File: src/rtl/lii_mux_stream_wrapper_pkg.sv
// Shared LII definitions: tag width, drop-counter ceiling, log2 helper.
// Latency: n/a (constants and a constant function only).
// Backpressure: n/a.
package lii_pkg;

  localparam int TAG_W = 8;
  localparam logic [15:0] DROP_MAX = 16'hFFFF;

  // Address width for a table of n entries; never less than 1 bit so that
  // single-entry tables still get a legal pointer.
  function automatic int lii_clog2(input int n);
    int r;
    r = 0;
    while ((1 << r) < n) r++;
    if (r < 1) r = 1;
    return r;
  endfunction

endpackage

File: src/rtl/lii_mux_stream_wrapper_if.sv
// Bundles the phy channel pair and the kernel-side stream buses.
// Latency: n/a (wiring only).
// Backpressure: carried by the tready lines in both directions.
interface lii_mux_stream_wrapper_if #(
  parameter int NIN  = 2,
  parameter int NOUT = 2,
  parameter int PW   = 128,
  parameter int DW   = 96
);
  import lii_pkg::*;

  logic [PW-1:0]       lii_in_p0_tdata;
  logic                lii_in_p0_tvalid;
  logic                lii_in_p0_tready;
  logic [TAG_W-1:0]    lii_in_p0_src;
  logic [TAG_W-1:0]    lii_in_p0_dst;

  logic [PW-1:0]       lii_out_p0_tdata;
  logic                lii_out_p0_tvalid;
  logic                lii_out_p0_tready;
  logic [TAG_W-1:0]    lii_out_p0_src;
  logic [TAG_W-1:0]    lii_out_p0_dst;

  logic [NIN*DW-1:0]   k_in_tdata;
  logic [NIN-1:0]      k_in_tvalid;
  logic [NIN-1:0]      k_in_tready;

  logic [NOUT*DW-1:0]  k_out_tdata;
  logic [NOUT-1:0]     k_out_tvalid;
  logic [NOUT-1:0]     k_out_tready;

  logic                ce;
  logic [15:0]         drop_cnt;

  // Wrapper side of the bundle.
  modport slave (
    input  lii_in_p0_tdata, lii_in_p0_tvalid, lii_in_p0_src, lii_in_p0_dst,
    output lii_in_p0_tready,
    output lii_out_p0_tdata, lii_out_p0_tvalid, lii_out_p0_src, lii_out_p0_dst,
    input  lii_out_p0_tready,
    output k_in_tdata, k_in_tvalid,
    input  k_in_tready,
    input  k_out_tdata, k_out_tvalid,
    output k_out_tready,
    output ce, drop_cnt
  );

  // Environment side (phy plus kernel) of the bundle.
  modport master (
    output lii_in_p0_tdata, lii_in_p0_tvalid, lii_in_p0_src, lii_in_p0_dst,
    input  lii_in_p0_tready,
    input  lii_out_p0_tdata, lii_out_p0_tvalid, lii_out_p0_src, lii_out_p0_dst,
    output lii_out_p0_tready,
    input  k_in_tdata, k_in_tvalid,
    output k_in_tready,
    output k_out_tdata, k_out_tvalid,
    input  k_out_tready,
    input  ce, drop_cnt
  );

endinterface

File: src/rtl/lii_sync_fifo.sv
// Single-clock FIFO with registered storage and wrap-bit pointers.
// Latency: a push is visible at the head one cycle after acceptance.
// Backpressure: push_rdy drops when full; a pop on the same cycle does not free the slot.
module lii_sync_fifo
  import lii_pkg::*;
#(
  parameter int DW    = 96,
  parameter int DEPTH = 4
) (
  input  logic          clk,
  input  logic          rst,
  input  logic          push_vld,
  input  logic [DW-1:0] push_dat,
  output logic          push_rdy,
  output logic          pop_vld,
  output logic [DW-1:0] pop_dat,
  input  logic          pop_rdy
);

  localparam int AW = lii_clog2(DEPTH);

  logic [DW-1:0] mem [DEPTH];
  logic [AW:0]   wr_ptr;
  logic [AW:0]   rd_ptr;
  logic          full;
  logic          empty;
  logic          do_push;
  logic          do_pop;

  // Extra pointer MSB distinguishes full from empty when the indices match.
  assign empty    = (wr_ptr == rd_ptr);
  assign full     = (wr_ptr[AW] != rd_ptr[AW]) && (wr_ptr[AW-1:0] == rd_ptr[AW-1:0]);
  assign push_rdy = ~full;
  assign pop_vld  = ~empty;
  assign pop_dat  = mem[rd_ptr[AW-1:0]];
  assign do_push  = push_vld & ~full;
  assign do_pop   = pop_rdy & ~empty;

  // Pointer update; reset empties the FIFO and discards anything buffered.
  always_ff @(posedge clk) begin
    if (rst) begin
      wr_ptr <= '0;
      rd_ptr <= '0;
    end else begin
      if (do_push) wr_ptr <= wr_ptr + 1'b1;
      if (do_pop)  rd_ptr <= rd_ptr + 1'b1;
    end
  end

  // Storage write; contents need no reset because the pointers gate visibility.
  always_ff @(posedge clk) begin
    if (do_push) mem[wr_ptr[AW-1:0]] <= push_dat;
  end

endmodule

File: src/rtl/lii_mux_stream_wrapper.sv
// Demuxes phy beats into per-stream FIFOs by dst tag; RR-muxes kernel outputs onto the phy.
// Latency: 1 cycle phy-in to kernel-in, 1 cycle kernel-out to phy-out.
// Backpressure: per-stream full stalls phy input; phy-out stall freezes output stage and drops ce.
module lii_mux_stream_wrapper
  import lii_pkg::*;
#(
  parameter int NIN      = 2,
  parameter int NOUT     = 2,
  parameter int PW       = 128,
  parameter int DW       = 96,
  parameter int DEPTH    = 4,
  parameter int IN_BASE  = 0,
  parameter int SRC_ID   = 0,
  parameter int DST_BASE = 0
) (
  input  logic                    aclk,
  input  logic                    arst,
  lii_mux_stream_wrapper_if.slave bus
);

  localparam int PTRW = lii_clog2(NOUT);

  // ---------------- input demux ----------------
  logic [TAG_W-1:0] idx;
  logic             in_range;
  logic             sel_rdy;
  logic [NIN-1:0]   push_vld;
  logic [NIN-1:0]   push_rdy;
  logic [NIN-1:0]   fifo_vld;
  logic [NIN*DW-1:0] fifo_dat;
  logic [DW-1:0]    in_dat;
  logic [15:0]      drop_cnt;
  logic             unused_in;

  // Tag arithmetic wraps at 8 bits, so tags below IN_BASE land out of range.
  assign idx      = bus.lii_in_p0_dst - TAG_W'(IN_BASE);
  assign in_range = (int'(idx) < NIN);
  assign in_dat   = bus.lii_in_p0_tdata[DW-1:0];
  assign unused_in = ^{bus.lii_in_p0_src, bus.lii_in_p0_tdata};

  // Steer valid to the addressed FIFO; out-of-range tags are always accepted.
  always_comb begin
    sel_rdy  = 1'b1;
    push_vld = '0;
    for (int i = 0; i < NIN; i++) begin
      if (idx == TAG_W'(i)) begin
        sel_rdy     = push_rdy[i];
        push_vld[i] = bus.lii_in_p0_tvalid;
      end
    end
  end

  assign bus.lii_in_p0_tready = sel_rdy;

  for (genvar g = 0; g < NIN; g++) begin : g_fifo
    lii_sync_fifo #(
      .DW    (DW),
      .DEPTH (DEPTH)
    ) u_fifo (
      .clk      (aclk),
      .rst      (arst),
      .push_vld (push_vld[g]),
      .push_dat (in_dat),
      .push_rdy (push_rdy[g]),
      .pop_vld  (fifo_vld[g]),
      .pop_dat  (fifo_dat[g*DW +: DW]),
      .pop_rdy  (bus.k_in_tready[g])
    );
  end

  assign bus.k_in_tvalid = fifo_vld;
  assign bus.k_in_tdata  = fifo_dat;

  // Count discarded beats, holding at the ceiling rather than wrapping.
  always_ff @(posedge aclk) begin
    if (arst) begin
      drop_cnt <= '0;
    end else if (bus.lii_in_p0_tvalid && !in_range && drop_cnt != DROP_MAX) begin
      drop_cnt <= drop_cnt + 16'd1;
    end
  end

  assign bus.drop_cnt = drop_cnt;

  // ---------------- output arbiter + register ----------------
  logic             out_vld;
  logic [PW-1:0]    out_dat;
  logic [TAG_W-1:0] out_dst;
  logic [PTRW-1:0]  rr_ptr;
  logic             load;
  logic             found;
  logic [PTRW-1:0]  grant;
  logic [PTRW-1:0]  nxt_ptr;
  logic [DW-1:0]    gnt_dat;
  logic [NOUT-1:0]  gnt_rdy;

  assign load = ~out_vld | bus.lii_out_p0_tready;

  // Cyclic search from rr_ptr: first the streams at/above the pointer, then wrap to 0.
  always_comb begin
    found   = 1'b0;
    grant   = '0;
    gnt_dat = '0;
    for (int s = 0; s < NOUT; s++) begin
      if (!found && bus.k_out_tvalid[s] && int'(rr_ptr) <= s) begin
        found   = 1'b1;
        grant   = PTRW'(s);
        gnt_dat = bus.k_out_tdata[s*DW +: DW];
      end
    end
    for (int s = 0; s < NOUT; s++) begin
      if (!found && bus.k_out_tvalid[s]) begin
        found   = 1'b1;
        grant   = PTRW'(s);
        gnt_dat = bus.k_out_tdata[s*DW +: DW];
      end
    end
  end

  assign nxt_ptr = (int'(grant) == NOUT - 1) ? '0 : grant + PTRW'(1);

  // Only the granted stream sees ready, and only when the register can take a beat.
  always_comb begin
    gnt_rdy = '0;
    for (int s = 0; s < NOUT; s++) begin
      gnt_rdy[s] = load && found && (grant == PTRW'(s));
    end
  end

  assign bus.k_out_tready = gnt_rdy;

  // Output register: loads on grant, empties when nothing is offered, holds under stall.
  always_ff @(posedge aclk) begin
    if (arst) begin
      out_vld <= 1'b0;
      out_dat <= '0;
      out_dst <= TAG_W'(DST_BASE);
      rr_ptr  <= '0;
    end else if (load) begin
      if (found) begin
        out_vld <= 1'b1;
        out_dat <= PW'(gnt_dat);
        out_dst <= TAG_W'(DST_BASE) + TAG_W'(grant);
        rr_ptr  <= nxt_ptr;
      end else begin
        out_vld <= 1'b0;
      end
    end
  end

  assign bus.lii_out_p0_tvalid = out_vld;
  assign bus.lii_out_p0_tdata  = out_dat;
  assign bus.lii_out_p0_dst    = out_dst;
  assign bus.lii_out_p0_src    = TAG_W'(SRC_ID);
  assign bus.ce                = ~(out_vld & ~bus.lii_out_p0_tready);

endmodule

File: src/flat_wrapper.sv
// flat-port wrapper written by rule: the top's interface ports become plain ports
module lii_mux_stream_wrapper_flat import lii_pkg::*;
#(
  parameter int NIN      = 2,
  parameter int NOUT     = 2,
  parameter int PW       = 128,
  parameter int DW       = 96,
  parameter int DEPTH    = 4,
  parameter int IN_BASE  = 0,
  parameter int SRC_ID   = 0,
  parameter int DST_BASE = 0
)
  (aclk, arst, bus_lii_in_p0_tdata, bus_lii_in_p0_tvalid, bus_lii_in_p0_src, bus_lii_in_p0_dst, bus_lii_in_p0_tready, bus_lii_out_p0_tdata, bus_lii_out_p0_tvalid, bus_lii_out_p0_src, bus_lii_out_p0_dst, bus_lii_out_p0_tready, bus_k_in_tdata, bus_k_in_tvalid, bus_k_in_tready, bus_k_out_tdata, bus_k_out_tvalid, bus_k_out_tready, bus_ce, bus_drop_cnt);
  lii_mux_stream_wrapper_if #(.NIN(NIN), .NOUT(NOUT), .PW(PW), .DW(DW)) bus_i ();
  input  logic aclk;
  input  logic arst;
  input wire logic [$bits(bus_i.lii_in_p0_tdata)-1:0] bus_lii_in_p0_tdata;
  input wire logic [$bits(bus_i.lii_in_p0_tvalid)-1:0] bus_lii_in_p0_tvalid;
  input wire logic [$bits(bus_i.lii_in_p0_src)-1:0] bus_lii_in_p0_src;
  input wire logic [$bits(bus_i.lii_in_p0_dst)-1:0] bus_lii_in_p0_dst;
  output wire logic [$bits(bus_i.lii_in_p0_tready)-1:0] bus_lii_in_p0_tready;
  output wire logic [$bits(bus_i.lii_out_p0_tdata)-1:0] bus_lii_out_p0_tdata;
  output wire logic [$bits(bus_i.lii_out_p0_tvalid)-1:0] bus_lii_out_p0_tvalid;
  output wire logic [$bits(bus_i.lii_out_p0_src)-1:0] bus_lii_out_p0_src;
  output wire logic [$bits(bus_i.lii_out_p0_dst)-1:0] bus_lii_out_p0_dst;
  input wire logic [$bits(bus_i.lii_out_p0_tready)-1:0] bus_lii_out_p0_tready;
  output wire logic [$bits(bus_i.k_in_tdata)-1:0] bus_k_in_tdata;
  output wire logic [$bits(bus_i.k_in_tvalid)-1:0] bus_k_in_tvalid;
  input wire logic [$bits(bus_i.k_in_tready)-1:0] bus_k_in_tready;
  input wire logic [$bits(bus_i.k_out_tdata)-1:0] bus_k_out_tdata;
  input wire logic [$bits(bus_i.k_out_tvalid)-1:0] bus_k_out_tvalid;
  output wire logic [$bits(bus_i.k_out_tready)-1:0] bus_k_out_tready;
  output wire logic [$bits(bus_i.ce)-1:0] bus_ce;
  output wire logic [$bits(bus_i.drop_cnt)-1:0] bus_drop_cnt;
  assign bus_i.lii_in_p0_tdata = bus_lii_in_p0_tdata;
  assign bus_i.lii_in_p0_tvalid = bus_lii_in_p0_tvalid;
  assign bus_i.lii_in_p0_src = bus_lii_in_p0_src;
  assign bus_i.lii_in_p0_dst = bus_lii_in_p0_dst;
  assign bus_lii_in_p0_tready = bus_i.lii_in_p0_tready;
  assign bus_lii_out_p0_tdata = bus_i.lii_out_p0_tdata;
  assign bus_lii_out_p0_tvalid = bus_i.lii_out_p0_tvalid;
  assign bus_lii_out_p0_src = bus_i.lii_out_p0_src;
  assign bus_lii_out_p0_dst = bus_i.lii_out_p0_dst;
  assign bus_i.lii_out_p0_tready = bus_lii_out_p0_tready;
  assign bus_k_in_tdata = bus_i.k_in_tdata;
  assign bus_k_in_tvalid = bus_i.k_in_tvalid;
  assign bus_i.k_in_tready = bus_k_in_tready;
  assign bus_i.k_out_tdata = bus_k_out_tdata;
  assign bus_i.k_out_tvalid = bus_k_out_tvalid;
  assign bus_k_out_tready = bus_i.k_out_tready;
  assign bus_ce = bus_i.ce;
  assign bus_drop_cnt = bus_i.drop_cnt;
  lii_mux_stream_wrapper #(.NIN(NIN), .NOUT(NOUT), .PW(PW), .DW(DW), .DEPTH(DEPTH), .IN_BASE(IN_BASE), .SRC_ID(SRC_ID), .DST_BASE(DST_BASE)) u_core (.aclk(aclk), .arst(arst), .bus(bus_i));
endmodule
File: config.mk
export PLATFORM = sky130hd
export DESIGN_NAME = lii_mux_stream_wrapper_flat
export DESIGN_NICKNAME = d
export VERILOG_FILES = /design/src/rtl/lii_mux_stream_wrapper_pkg.sv /design/src/rtl/lii_mux_stream_wrapper_if.sv /design/src/rtl/lii_sync_fifo.sv /design/src/rtl/lii_mux_stream_wrapper.sv /design/src/flat_wrapper.sv
export SDC_FILE = /design/constraint.sdc
export NUM_CORES = 1
export LEC_CHECK = 0
export ABC_AREA = 0
export ABC_CLOCK_PERIOD_IN_PS = 9800
export CAP_MARGIN = 20
export CORE_AREA = 2 2 271 273
export DETAILED_ROUTE_END_ITERATION = 16
export DIE_AREA = 0 0 273 275
export PLACE_DENSITY_LB_ADDON = 0.05
export SYNTH_ARGS = -nofsm -noshare
export SYNTH_HDL_FRONTEND = slang
export SYNTH_HIERARCHICAL = 1
export SYNTH_SLANG_ARGS = --single-unit
File: constraint.sdc
create_clock -name aclk -period 9.8 [get_ports aclk]
set_input_delay 1.96 -clock aclk [delete_from_list [all_inputs] [get_ports aclk]]
set_output_delay 1.96 -clock aclk [all_outputs]
set_load 0.02 [all_outputs]
==> impl_metrics.csv <==
group,metric,value,unit
run_status,status,"complete, no violations",
yosys,synth_ff_type,"edfxtp_1",
yosys,syn_avg_cell_area,20.5,um2
sta,fin_crit,6.62,ns
sta,max_freq,151,MHz
setup_path,regToRegSetupSlack,6.60,ns
setup_path,r2r_end,"u_core/g_fifo[1].u_fifo/mem[2][77]",
finish,fin_nets,2632,
floorplanning,die_h,275,um
floorplanning,die_area,0.0751,mm2
setup_path,cp-endpoint,"bus_k_out_tready[0]",
clock_tree,post_cts_resized,0,
setup_path,critical_path_class,"primary input to output pin",
yosys,netlist_instances,1646,
finish,final-seq-area,0.0257,mm2
pwr,clkPwrFrac,0.387,
setup_path,worst-path-max-fanout,98,
placement,port_buffers,615,
yosys,synth_most_common_cell,"edfxtp_1",
detailed_routing,drc,0,
pwr,p_int,6800,uW
yosys,synth_area,0.0337,mm2
pwr,ir_drop,123,uV
sta,hold_ws,0.469,ns
detailed_routing,viasPerCell,5.63,
placement,place_inst,3143,
placement,gp_congestion,0.909,
finish,instances_no_fill,3312,
global_routing,grt_pass1_vias,18500,
detailed_routing,drtIter0Drc,1874,
clock_tree,htree_levels,3,
pwr,p_switching,2070,uW
global_routing,overflow,0,
global_routing,antenna_found_initial,1,
yosys,synth_common_cells,"edfxtp_1, mux4_2, dfxtp_1",
floorplanning,core-area,0.0723,mm2
finish,layout-drive-gt1-share,0.160,
yosys,ys_ff_latch,899,
clock_tree,postCtsHoldBufs,0,
finish,areaGrowthSynthToFinish,29.3,%
setup_path,r2r_cells,4,
sta,slew_viol_final,0,
placement,dpl.hpwl,59600,um
pwr,seq_power_share,0.480,
sta,rsz0062_at_grt,"false",
clock_tree,clkLatencyLatePin,0.64,ns
yosys,synth-seq-area-share,0.763,
yosys,yosys-top-cells-area,"edfxtp_1, mux4_2, dfxtp_1, a222oi_1, nor2_1",
floorplanning,die_x,273,um
pwr,switching_share,0.233,
setup_path,critPathLaunchType,"primary input",
setup_path,cp.required,7.84,ns
sta,tightestPinTransition,1.11,ns
sta,tns,0,ns
detailed_routing,wirelength,90600,um
finish,multi_input_area,0.00730,mm2
finish,fillers,5361,
floorplanning,rows,99,
job,cap_violations,0,
clock_tree,postCtsSetupBuffers,0,
global_routing,grt.total_usage,0.236,
clock_tree,root_buffer,"clkbuf_16",
clock_tree,clkSlewWorstSetupHoldPaths,0.06,ns
yosys,ys_async_sr_fraction,0,
pwr,p_leak,0.0139,uW
clock_tree,clkSinkCount,899,
pwr,combPwrFrac,0.132,
detailed_routing,drtAntennaViolNets,0,
detailed_routing,routedWlPerCell,27.4,um
detailed_routing,via_count,18600,
floorplanning,ios,703,
yosys,synth.distinct_cells,46,
setup_path,startpoint,"bus_k_out_tvalid[0]",
sta,final.setup_skew,0.0166,ns
yosys,ys_warn_count,6,
sta,slew_headroom,0.259,
clock_tree,cts_made_buffers,91,
sta,setup_viol,0,
floorplanning,start_util,0.466,
yosys,synth_top_cell_by_area,"edfxtp_1",
sta,finalHoldViolCount,0,
detailed_routing,detailedRoute.firstPassIterationCount,9,
global_routing,grt_first_pass_wirelength,128000,um
global_routing,grt_max_degree,99,
setup_path,crit_path_end_kind,"output pin",
yosys,synth_top_area_frac,0.685,
setup_path,worstReg2RegStart,"u_core/g_fifo[1].u_fifo/wr_ptr[1]",
pwr,p_per_area,204,mW/mm2
min_path,hp-class,"register to register",
clock_tree,cts_tree,"built",
clock_tree,clockBufferDepth,3,
sta,period_share,0.675,
setup_path,critPathArrivalTime,4.66,ns
yosys,synth_edf_count,768,
area by class of cell:
type	count	share of cell area
tap	959	0.0276
antenna	1	0.0000575
sequential	899	0.590
clock buffer	116	0.0559
multi-input combinational	636	0.168
timing repair buffer	638	0.145
inverter	11	0.000948
clock inverter	52	0.0122
power groups by stage:
stage	Clock, uW	Combinational (uW)	Sequential (uW)
2_1_floorplan	0	634	4330
3_3_place_gp	0	1180	4340
3_5_place_dp	0	1190	4340
4_1_cts	3510	1190	4260
5_1_grt	3650	1230	4270
6_report	3440	1170	4260
per-layer routing:
layer,track usage,vias up,wire length [um]
met5,0,-,8
met2,0.408,739,46800
li1,-,8072,-
met3,0.0488,135,5900
met1,0.295,9701,34900
met4,0.0853,2,2990
sequential cells by signal (all words and copies together) (netlist names), named ones only:
| name | flops |
|---|---|
| u_core/bus.drop_cnt | 16 |
| u_core/bus.lii_out_p0_dst | 1 |
| u_core/bus.lii_out_p0_tdata | 96 |
| u_core/bus.lii_out_p0_tvalid | 1 |
| u_core/g_fifo.u_fifo/mem | 768 |
| u_core/g_fifo.u_fifo/rd_ptr | 6 |
| u_core/g_fifo.u_fifo/wr_ptr | 6 |
| u_core/rr_ptr | 1 |
layout by cell type (no fill, tap or decap), drive strengths merged, types with 2 or more instances in the layout:
| cell | instances |
|---|---|
| o31ai | 8 |
| mux4 | 192 |
| clkbuf | 116 |
| a211o | 4 |
| a41oi | 4 |
| nor2 | 107 |
| nand2 | 21 |
| and3 | 6 |
| nor3b | 8 |
| nor2b | 11 |
| xnor2 | 6 |
| nand4 | 10 |
| xor2 | 6 |
| ha | 11 |
| mux2i | 2 |
| a31oi | 6 |
| buf | 24 |
| nand3 | 16 |
| a222oi | 95 |
| or3 | 2 |
| o21ai | 11 |
| bufinv | 10 |
| or4 | 10 |
| clkdlybuf4s50 | 614 |
| o211ai | 4 |
| nor4 | 6 |
| clkinvlp | 5 |
| and2 | 7 |
| clkinv | 32 |
| inv | 16 |
| dfxtp | 131 |
| and4 | 5 |
| mux2 | 7 |
| edfxtp | 768 |
| conb | 47 |
| a21oi | 18 |
stage by stage:
| step | cell area, um2 | utilization | setup slack, ns | total power (uW) |
|---|---|---|---|---|
| 6_report | 43500 | 0.602 | 3.18 | 8870 |
| 5_1_grt | 43500 | 0.602 | 3.03 | 9150 |
| 4_1_cts | 43500 | 0.602 | 3.23 | 8970 |
| 3_5_place_dp | 40600 | 0.561 | 3.22 | 5530 |
| 3_3_place_gp | 40600 | 0.561 | 3.27 | 5520 |
| 2_1_floorplan | 33900 | - | 1.33 | 4960 |
worst max-delay path: stages:
cell and delay (ns):
clkdlybuf4s50_1 0.55, a21boi_0 0.41, and2_4 0.94, clkdlybuf4s50_1 0.77
kinds of logic after synthesis:
kind of cell,Yosys count,share of synthesized area
AO/OA/AOI/OAI,153,0.0397
XOR/XNOR,12,0.00312
adder cells (fa/ha/maj),11,0.00409
buffers and inverters,157,0.0273
flip-flops,899,0.763
multiplexers,201,0.132
other,1,0.000111
AND/OR/NAND/NOR,212,0.0313
worst min-delay path by stage:
stage / start / depth (start not counted) / end
after floorplan: u_core/rr_ptr / 2 / u_core/rr_ptr
after global placement: u_core/bus.lii_out_p0_dst[0] / 2 / u_core/bus.lii_out_p0_dst[0]
after detailed placement: u_core/bus.lii_out_p0_dst[0] / 2 / u_core/bus.lii_out_p0_dst[0]
after CTS: u_core/bus.lii_out_p0_dst[0] / 2 / u_core/bus.lii_out_p0_dst[0]
after global routing: u_core/bus.lii_out_p0_dst[0] / 2 / u_core/bus.lii_out_p0_dst[0]
final: u_core/bus.lii_out_p0_dst[0] / 2 / u_core/bus.lii_out_p0_dst[0]
Power figures use the tool's default switching activity.
